--- src/rtl/adc_seq_pkg.sv ---
// Shared types and constants for the ADC scan sequencer.
// Latency: n/a (types, constants and a pure function only).
// Backpressure: n/a.
package adc_seq_pkg;

  typedef enum logic [1:0] {
    IDLE  = 2'd0,
    FRAME = 2'd1,
    GAP   = 2'd2,
    DONE  = 2'd3
  } seq_state_e;

  localparam int FRAME_BITS = 16;  // SCLK periods per serial frame
  localparam int ADDR_FIRST = 2;   // first period carrying the channel address
  localparam int DATA_FIRST = 4;   // first period carrying conversion data
  localparam int ADC_W      = 12;  // native ADC word width

  // Index of the lowest set bit; 0 when the mask is empty.
  function automatic logic [2:0] lowest_set(input logic [7:0] m);
    lowest_set = 3'd0;
    for (int i = 7; i >= 0; i--) begin
      if (m[i]) lowest_set = 3'(i);
    end
  endfunction

endpackage

--- src/rtl/adc_sclk_gen.sv ---
// SCLK period/half counter: SCLK level, rise/fall strobes and period index.
// Latency: counter restarts at 0 on the cycle after restart_i; strobes are combinational.
// Backpressure: none; free-runs while run_i is high.
module adc_sclk_gen import adc_seq_pkg::*; #(
  parameter int SCLK_DIV = 25
) (
  input  logic       clk_clk,
  input  logic       reset_reset_n,
  input  logic       run_i,
  input  logic       restart_i,
  output logic       sclk_hi_o,
  output logic       rise_o,
  output logic       fall_o,
  output logic [3:0] period_o
);

  localparam int CW = $clog2(2 * SCLK_DIV);
  localparam logic [CW-1:0] CNT_HALF = CW'(SCLK_DIV);
  localparam logic [CW-1:0] CNT_LAST = CW'(2 * SCLK_DIV - 1);

  logic [CW-1:0] cnt_q, cnt_d;
  logic [3:0]    per_q, per_d;

  // Next count: wrap at the end of each period and advance the period index.
  always_comb begin
    cnt_d = cnt_q + 1'b1;
    per_d = per_q;
    if (!run_i || restart_i) begin
      cnt_d = '0;
      per_d = '0;
    end else if (cnt_q == CNT_LAST) begin
      cnt_d = '0;
      per_d = per_q + 1'b1;
    end
  end

  // Counter registers.
  always_ff @(posedge clk_clk) begin
    if (!reset_reset_n) begin
      cnt_q <= '0;
      per_q <= '0;
    end else begin
      cnt_q <= cnt_d;
      per_q <= per_d;
    end
  end

  // First half of a period is low, second half high; rise marks the first high
  // cycle, fall marks the last cycle before SCLK drops at the next period.
  assign sclk_hi_o = (cnt_q >= CNT_HALF);
  assign rise_o    = (cnt_q == CNT_HALF);
  assign fall_o    = (cnt_q == CNT_LAST);
  assign period_o  = per_q;

endmodule

--- src/rtl/adc_scan_sequencer.sv ---
// Scans a channel mask over a pipelined serial ADC, returning one result per channel.
// Latency: result valid one cycle after the last SCLK rise of each non-priming frame.
// Backpressure: single result register; an unconsumed result is overwritten and flags overrun.
module adc_scan_sequencer import adc_seq_pkg::*; #(
  parameter int NUM_CH   = 8,
  parameter int SCLK_DIV = 25,
  parameter int RES_W    = 10
) (
  input  logic              clk_clk,
  input  logic              reset_reset_n,
  input  logic              cmd_start,
  input  logic [NUM_CH-1:0] cmd_chan_mask,
  input  logic              cmd_continuous,
  output logic              adc_cs_n,
  output logic              adc_sclk,
  output logic              adc_din,
  input  logic              adc_dout,
  output logic              res_valid,
  input  logic              res_ready,
  output logic [2:0]        res_chan,
  output logic [RES_W-1:0]  res_data,
  output logic              busy,
  output logic              done,
  output logic              overrun
);

  localparam logic [3:0] PER_LAST = 4'(FRAME_BITS - 1);
  localparam logic [3:0] ADDR_P   = 4'(ADDR_FIRST);
  localparam logic [3:0] DATA_P   = 4'(DATA_FIRST);

  seq_state_e state_q, state_d;
  logic [7:0] mask_in, mask_q, rem_q, rem_d, src;
  logic [2:0] addr_q, addr_d, prev_q, prev_d;
  logic       prime_q, prime_d, last_q, last_d, cont_q;
  logic [ADC_W-2:0] shift_q;
  logic [ADC_W-1:0] word;
  logic       res_valid_q, overrun_q;
  logic [2:0] res_chan_q;
  logic [RES_W-1:0] res_data_q;
  logic       sg_hi, sg_rise, sg_fall, run, restart, setup, start_idle, load;
  logic [3:0] sg_per;

  adc_sclk_gen #(.SCLK_DIV(SCLK_DIV)) u_sclk (
    .clk_clk       (clk_clk),
    .reset_reset_n (reset_reset_n),
    .run_i         (run),
    .restart_i     (restart),
    .sclk_hi_o     (sg_hi),
    .rise_o        (sg_rise),
    .fall_o        (sg_fall),
    .period_o      (sg_per)
  );

  // Zero-extend the command mask to the full 3-bit channel space.
  always_comb begin
    mask_in = '0;
    mask_in[NUM_CH-1:0] = cmd_chan_mask;
  end

  assign start_idle = (state_q == IDLE) && cmd_start;
  assign run        = (state_q == FRAME) || (state_q == GAP);
  assign restart    = (state_d != state_q);
  assign word       = {shift_q, adc_dout};
  assign load       = (state_q == FRAME) && sg_rise && (sg_per == PER_LAST) && !prime_q;

  // Next-state logic for the scan FSM.
  always_comb begin
    state_d = state_q;
    case (state_q)
      IDLE:    if (cmd_start) state_d = (mask_in == 8'd0) ? DONE : FRAME;
      FRAME:   if (sg_fall && (sg_per == PER_LAST)) state_d = GAP;
      GAP:     if (sg_fall) state_d = last_q ? DONE : FRAME;
      DONE:    state_d = (cont_q && (mask_q != 8'd0)) ? FRAME : IDLE;
      default: state_d = IDLE;
    endcase
  end

  // Frame setup: pick the next channel to address; once the mask is used up the
  // final frame re-addresses the last channel just to retrieve its conversion.
  always_comb begin
    src     = mask_q;
    if (state_q == IDLE)     src = mask_in;
    else if (state_q == GAP) src = rem_q;
    setup   = (state_d == FRAME) && (state_q != FRAME);
    addr_d  = addr_q;
    rem_d   = rem_q;
    prev_d  = prev_q;
    prime_d = prime_q;
    last_d  = last_q;
    if (setup) begin
      prev_d  = addr_q;
      prime_d = (state_q != GAP);
      last_d  = (src == 8'd0);
      if (src != 8'd0) begin
        addr_d = lowest_set(src);
        rem_d  = src & ~(8'd1 << lowest_set(src));
      end
    end
  end

  // FSM state register.
  always_ff @(posedge clk_clk) begin
    if (!reset_reset_n) state_q <= IDLE;
    else                state_q <= state_d;
  end

  // Scan context: captured command, addressing pipeline and data shift register.
  always_ff @(posedge clk_clk) begin
    if (!reset_reset_n) begin
      mask_q  <= '0;
      cont_q  <= 1'b0;
      rem_q   <= '0;
      addr_q  <= '0;
      prev_q  <= '0;
      prime_q <= 1'b0;
      last_q  <= 1'b0;
      shift_q <= '0;
    end else begin
      if (start_idle) begin
        mask_q <= mask_in;
        cont_q <= cmd_continuous;
      end else if (state_q != IDLE) begin
        cont_q <= cont_q & cmd_continuous;  // dropping the input cancels the repeat
      end
      rem_q   <= rem_d;
      addr_q  <= addr_d;
      prev_q  <= prev_d;
      prime_q <= prime_d;
      last_q  <= last_d;
      if ((state_q == FRAME) && sg_rise && (sg_per >= DATA_P)) shift_q <= word[ADC_W-2:0];
    end
  end

  // Result register with valid/ready handshake and sticky overrun.
  always_ff @(posedge clk_clk) begin
    if (!reset_reset_n) begin
      res_valid_q <= 1'b0;
      res_chan_q  <= '0;
      res_data_q  <= '0;
      overrun_q   <= 1'b0;
    end else begin
      if (start_idle) overrun_q <= 1'b0;
      if (load) begin
        res_valid_q <= 1'b1;
        res_chan_q  <= prev_q;
        res_data_q  <= RES_W'(word >> (ADC_W - RES_W));
        if (res_valid_q && !res_ready) overrun_q <= 1'b1;
      end else if (res_ready) begin
        res_valid_q <= 1'b0;
      end
    end
  end

  // Serial address: MSB first across the address periods, zero elsewhere.
  always_comb begin
    adc_din = 1'b0;
    if (state_q == FRAME) begin
      if (sg_per == ADDR_P)              adc_din = addr_q[2];
      else if (sg_per == ADDR_P + 4'd1)  adc_din = addr_q[1];
      else if (sg_per == ADDR_P + 4'd2)  adc_din = addr_q[0];
    end
  end

  assign adc_cs_n  = (state_q != FRAME);
  assign adc_sclk  = (state_q != FRAME) || sg_hi;
  assign busy      = run;
  assign done      = (state_q == DONE);
  assign res_valid = res_valid_q;
  assign res_chan  = res_chan_q;
  assign res_data  = res_data_q;
  assign overrun   = overrun_q;

endmodule

--- config.mk ---
export PLATFORM = sky130hd
export DESIGN_NAME = adc_scan_sequencer
export DESIGN_NICKNAME = d
export VERILOG_FILES = /design/src/rtl/adc_seq_pkg.sv /design/src/rtl/adc_sclk_gen.sv /design/src/rtl/adc_scan_sequencer.sv
export SDC_FILE = /design/constraint.sdc
export NUM_CORES = 1
export LEC_CHECK = 0
export BUFFER_PORTS_ARGS = -buffer_cell sky130_fd_sc_hd__buf_2
export CAP_MARGIN = 0
export CELL_PAD_IN_SITES_DETAIL_PLACEMENT = 0
export CELL_PAD_IN_SITES_GLOBAL_PLACEMENT = 1
export CORE_UTILIZATION = 44
export DETAILED_ROUTE_END_ITERATION = 8
export PLACE_DENSITY_LB_ADDON = 0.1
export SKIP_LAST_GASP = 1
export SLEW_MARGIN = 20
export SYNTH_ARGS = -nofsm -noshare
export SYNTH_HDL_FRONTEND = slang
export SYNTH_SLANG_ARGS = --single-unit
--- constraint.sdc ---
create_clock -name clk_clk -period 3.08 [get_ports clk_clk]
set_input_delay 0.154 -clock clk_clk [delete_from_list [all_inputs] [get_ports clk_clk]]
set_output_delay 0.154 -clock clk_clk [all_outputs]
set_load 0.01 [all_outputs]
[Word-level counts from Yosys, hierarchy flattened]
Cells that the tools add are included.
Operators by class
  add/subtract/negate cells: 2
  order comparisons: 2
  eq/ne operators: 13
  shift operators: 1
  mux-type cells: 30
  bitwise logic cells: 4
  reduce and logical (&&, ||, !) cells: 26
Operators by type and width (count)
  3-bit 2-to-1 mux: 10
  8-bit logical NOT: 2
  8-bit 2-to-1 mux: 2
  8-bit nonzero test: 2
  1-bit 2-to-1 mux: 12
  2-bit 2-to-1 mux: 5
  1-bit logical AND: 9
  8-bit AND: 1
  4-bit by 2-bit == test with 1-bit output, second input constant: 2
  8-bit inverter: 1
  2-bit one-hot mux with 4 select lines: 1
  1-bit by 3-bit << shifter with 8-bit output, first input constant: 1
  6-bit by 1-bit adder with 6-bit output, second input constant: 1
  6-bit by 5-bit == test with 1-bit output, second input constant: 1
  6-bit == test, second input constant: 1
  6-bit by 5-bit greater-or-equal comparator with 1-bit output, second input constant: 1
  2-bit nonzero test: 3
  4-bit by 1-bit adder with 4-bit output, second input constant: 1
  2-bit by 1-bit == test with 1-bit output, second input constant: 2
  2-bit == test, second input constant: 2
  4-bit by 3-bit == test with 1-bit output, second input constant: 1
  4-bit == test, second input constant: 1
  4-bit by 3-bit greater-or-equal comparator with 1-bit output, second input constant: 1
  1-bit logical NOT: 3
  other kinds (10): 12
Word-level totals
  register bits: 63
  input port bits: 14
  output and inout port bits: 20
  logic and storage cells: 93

[Longest topological paths before layout]
  depth after elaboration: 16
  gate-level depth with buffers: 12

[Cells and area by module]
Synthesis repeated with hierarchy kept, for this count alone.
Second synthesis, totals
  cell total of the unflattened synthesis: 333
  area total of the unflattened synthesis: 3111.7 um^2
By module, submodules not included
  adc_scan_sequencer: times used 1, cells each 279, area an instance 2617.5 um^2
  adc_sclk_gen: times used 1, cells each 54, area an instance 494.2 um^2

[Worst setup path before layout]
Ideal clock, no wire load.
  kind: reg-to-reg
  from: reg state_q[0]
  to: reg addr_q[1]
  library setup time: 70 ps
  data arrival time: 2370 ps
  path slack: 640 ps
  cell stages (with the launch flop): 11
  buffers on the path: 2
  clock period less this slack: 2440 ps
  cells stage by stage: dfxtp_1 inv_1 ha_1 buf_4 and2_1 buf_4 and3_1 a311oi_2 nand3_1 or4_1 a21oi_1
On the way
  word-level cells in the longest chain between the ends: 11
  elaborated cells between the ends (all ways): 23
  those cells by class: eq/ne (5); mux (14); reduce/logical (4)
Ends and longest elaborated chain
  from (decl): RTL line adc_scan_sequencer.sv:31  | seq_state_e state_q, state_d;
  from (signal assigned): RTL line adc_scan_sequencer.sv:104  | else state_q <= state_d;
  2-bit == test: RTL line adc_scan_sequencer.sv:69, adc_scan_sequencer.sv:83
  8-bit 2-to-1 mux: RTL line adc_scan_sequencer.sv:83  | else if (state_q == GAP) src = rem_q;
  8-bit 2-to-1 mux: RTL line adc_scan_sequencer.sv:82  | if (state_q == IDLE) src = mask_in;
  3-bit 2-to-1 mux (8 in series): RTL line adc_seq_pkg.sv:22  | if (m[i]) lowest_set = 3'(i);
  to (signal assigned): RTL line adc_scan_sequencer.sv:126  | addr_q <= addr_d;
  to (decl): RTL line adc_scan_sequencer.sv:33  | logic [2:0] addr_q, addr_d, prev_q, prev_d;
Several ways; a longest one is shown, not always the timed one.
A chain may end at the register's enable or synchronous reset.

[Worst setup path in the final report]
  from: reg state_q[0]
  to: reg rem_q[0]
On the way
  word-level cells in the longest chain between the ends: 16
  elaborated cells between the ends (all ways): 28
  those cells by class: eq/ne (5); shift (1); mux (16); bitwise (2); reduce/logical (4)
Ends and longest elaborated chain
  2-bit == test: RTL line adc_scan_sequencer.sv:69, adc_scan_sequencer.sv:83
  8-bit 2-to-1 mux: RTL line adc_scan_sequencer.sv:83
  8-bit 2-to-1 mux: RTL line adc_scan_sequencer.sv:82
  3-bit 2-to-1 mux (8 in series): RTL line adc_seq_pkg.sv:22
  3-bit 2-to-1 mux: RTL line adc_scan_sequencer.sv:94  | if (src != 8'd0) begin
  3-bit 2-to-1 mux: RTL line adc_scan_sequencer.sv:90  | if (setup) begin
  1-bit by 3-bit << shifter with 8-bit output: RTL line adc_scan_sequencer.sv:96  | rem_d = src & ~(8'd1 << lowest_set(src));
  8-bit inverter: RTL line adc_scan_sequencer.sv:96
  8-bit AND: RTL line adc_scan_sequencer.sv:96
  to (signal assigned): RTL line adc_scan_sequencer.sv:125  | rem_q <= rem_d;
  to (decl): RTL line adc_scan_sequencer.sv:32  | logic [7:0] mask_in, mask_q, rem_q, rem_d, src;
Several ways; a longest one is shown, not always the timed one. The select of a mux whose other input is x is not followed.

==> qor.yml <==
syn_avg_cell_area_sq_um: 8.76
worstReg2RegStart: "state_q[0]"
cts_tree: "done"
wl_per_cell_um: 14.3
die_y_um: 84.3
grt_max_degree: 30
met1_length_mm: 3.34
synthAdderAreaFrac: 0.0462
min_to: "shift_q[0]"
io_buffer_count: 33
synth_most_common_cell: "dfxtp_1"
viasPerCell: 5.36
regArea_sq_um: 1260
drt-initial-drc-count: 75
ir_drop_uv: 345
multi_input_area_sq_um: 1600
grt_pass1_wl_mm: 10.9
hold_violations: 0
synthTopCellsByCount: "63 x dfxtp_1, 43 x nand2_1, 42 x nor2_1"
synth_top_family_by_area: "simple AND/OR/NAND/NOR gates"
crit_arrival_ns: 3.11
path_buf_inv: 1
synth_seq_cells: 63
start_kind: "register"
finalSetupViolCount: 0
antenna_cells: 0
gp_congestion: 0.895
hold_depth: 3
yosysTopAreaCellShare: 0.424
synth_compound_area_frac: 0.139
totalWireLength_mm: 6.54
drc_errors: 0
syn_nets: 365
antenna_found_initial: 0
drive_gt1_frac: 0.192
grt-ovfl-total: 0
syn_to_final_growth_pct: 14.9
row_count: 29
grt_setup_unrepaired: "no"
synthFlopType: "dfxtp_1"
finClkSkew_ns: 0.0141
synth_cells: 340
first_global_vias: 2284
hold_start: "adc_dout"
core-area_sq_um: 6460
path_delay_family: "simple AND/OR/NAND/NOR gates"
cts.htree.levels: 3
reg2reg_depth: 8
dr.pass1.iters: 4
tns_ns: 0
min_path_type: "in -> reg"
dr_wl_met3_um: 168
wl_met2_mm: 2.95
path_clk_slew_ns: 0.08
num_vias: 2451
slew_viol_final: 0
initial_core_util: 0.461
worst_pin_slew_ns: 0.715
period_share: 0.926
nNetsFinal: 400
yosysWarnings: 0
worstPathCellList: "inv_1 -> ha_1 -> mux2i_1 -> o21ai_0 -> or4_1 -> nor2_2 -> nor2_1 -> nor3b_1"
synth-edff-count: 0
ys_top_cells_by_area: "dfxtp_1 42%, mux2i_1 11%, nand2_1 5.4%"
maxSlewHeadroom: 0.523
crit_slowest_cell: "or4_1"
period_minus_slack_ns: 2.85
cts_root_buffer: "clkbuf_8"
whs_ns: 0.0408
postRouteAntennaNets: 0
top_layer: "met4"
ctsLongestPathBuffers: 2
die_w_um: 84.3
synthArstFlopShare: 0
critPathMaxStageDelay_ns: 0.63
yosys.area_share.simple: 0.221
critPathMaxFanout: 8
r2r_end: "rem_q[0]"
r2r_setup_slack_ns: 0.23
cp.required_ns: 3.34
top_level_ports: 34
cap_viol_max_count: 0
synth_xor_area_frac: 0.0206
die-area_sq_um: 7100
criticalPathCategory: "reg -> reg"
clk_latency_ns: 0.35
fillers: 640
cts_buffers: 9
dp_hpwl_mm: 4.72
track_usage: 0.195
clock_sinks: 63
muxShareOfSynthArea: 0.108
status: "completed"
p_leak_nw: 1.28
cts_setup_buffers: 0
netlist_area_sq_um: 2980
clock.fmax_mhz: 351
yosys.area.top_type: "dfxtp_1"
p_per_area_nw_per_um2: 542
synth-seq-area-share: 0.424
synth.distinct_cells: 48
endpoint_kind: "register"
## how the worst max path moves through the flow
stage / start / to / slack (ns) / cells past startpoint
after global routing: state_q[0] / u_sclk.cnt_q[3] / 0.01 / 9
final: state_q[0] / rem_q[0] / 0.23 / 8
after detailed placement: state_q[1] / rem_q[6] / 0.28 / 9
after global placement: state_q[1] / rem_q[6] / 0.34 / 9
after floorplan: state_q[0] / addr_q[1] / 0.64 / 10
after CTS: state_q[1] / addr_q[0] / 0.24 / 9
## cell families (layout without fill, tap and decap cells)
kind of cell               Yosys count  in the layout
AOI/OAI and AO/OA                   67             67
xor gates and xnor gates             7              7
adders and majority gates           11             11
buffers and inverters               27             67
DFF                                 63             63
muxes                               32             32
and+or+nand+nor                    133            133
## final cells by class
class	count	area share
clock buffers	10	0.0402
clock inverters	6	0.0201
flip-flops and latches	63	0.369
inverters	10	0.0110
multi-input cells	250	0.466
repair buffers	41	0.0658
well taps	77	0.0282
## layer usage
metal  vias up  global-route usage
met5         -                   0
met1      1152               0.263
met4         0              0.0893
met2        34               0.306
met3         8              0.0354
li1       1257                   -
## where the power goes
group	total [mW]	switching, mW	internal, mW
clock network	0.744	0.345	0.400
logic	0.241	0.152	0.0893
registers	0.871	0.0255	0.845
## repair_timing
| action | CTS | global route |
|---|---|---|
| hold buffers | 0 | 0 |
| resized for setup | 0 | 1 |
| setup endpoints to repair | 0 | 2 |
## cells in the final DEF (no fill, tap or decap), drive strengths merged, types with 4 or more instances in the layout
master   n
nor2    43
clkbuf  10
a21oi   29
o21ai   17
buf     41
or4      5
nand2   43
inv     11
ha      11
nor4     7
o211ai   4
nand3    7
xor2     4
dfxtp   63
mux2i   32
nor3     8
## per-stage QoR
stage	cells	total power [mW]	cell area, sq um	setup WS (ns)	utilization
finish	457	1.86	3420	0.228	0.530
global route	457	1.94	3420	0.00988	0.530
CTS	457	1.87	3420	0.236	0.529
detailed placement	441	1.13	3210	0.275	0.497
global placement	441	1.13	3210	0.342	0.497
floorplan	340	1.06	2980	0.640	-
## registers in the layout (all words and copies together), names as in the netlist
signal           flops
addr_q               3
cont_q               1
last_q               1
mask_q               8
overrun              1
prev_q               3
prime_q              1
rem_q                8
res_chan             3
res_data            10
res_valid            1
shift_q             11
state_q              2
u_sclk.cnt_q         6
u_sclk.period_o      4
## tightest hold or removal path: cells and delay by family
family,cells,cell delay [ns]
AND/OR/NAND/NOR,1,0.07
multiplexers,1,0.05
buffers and inverters,1,0.07
Power figures use the tool's default switching activity.
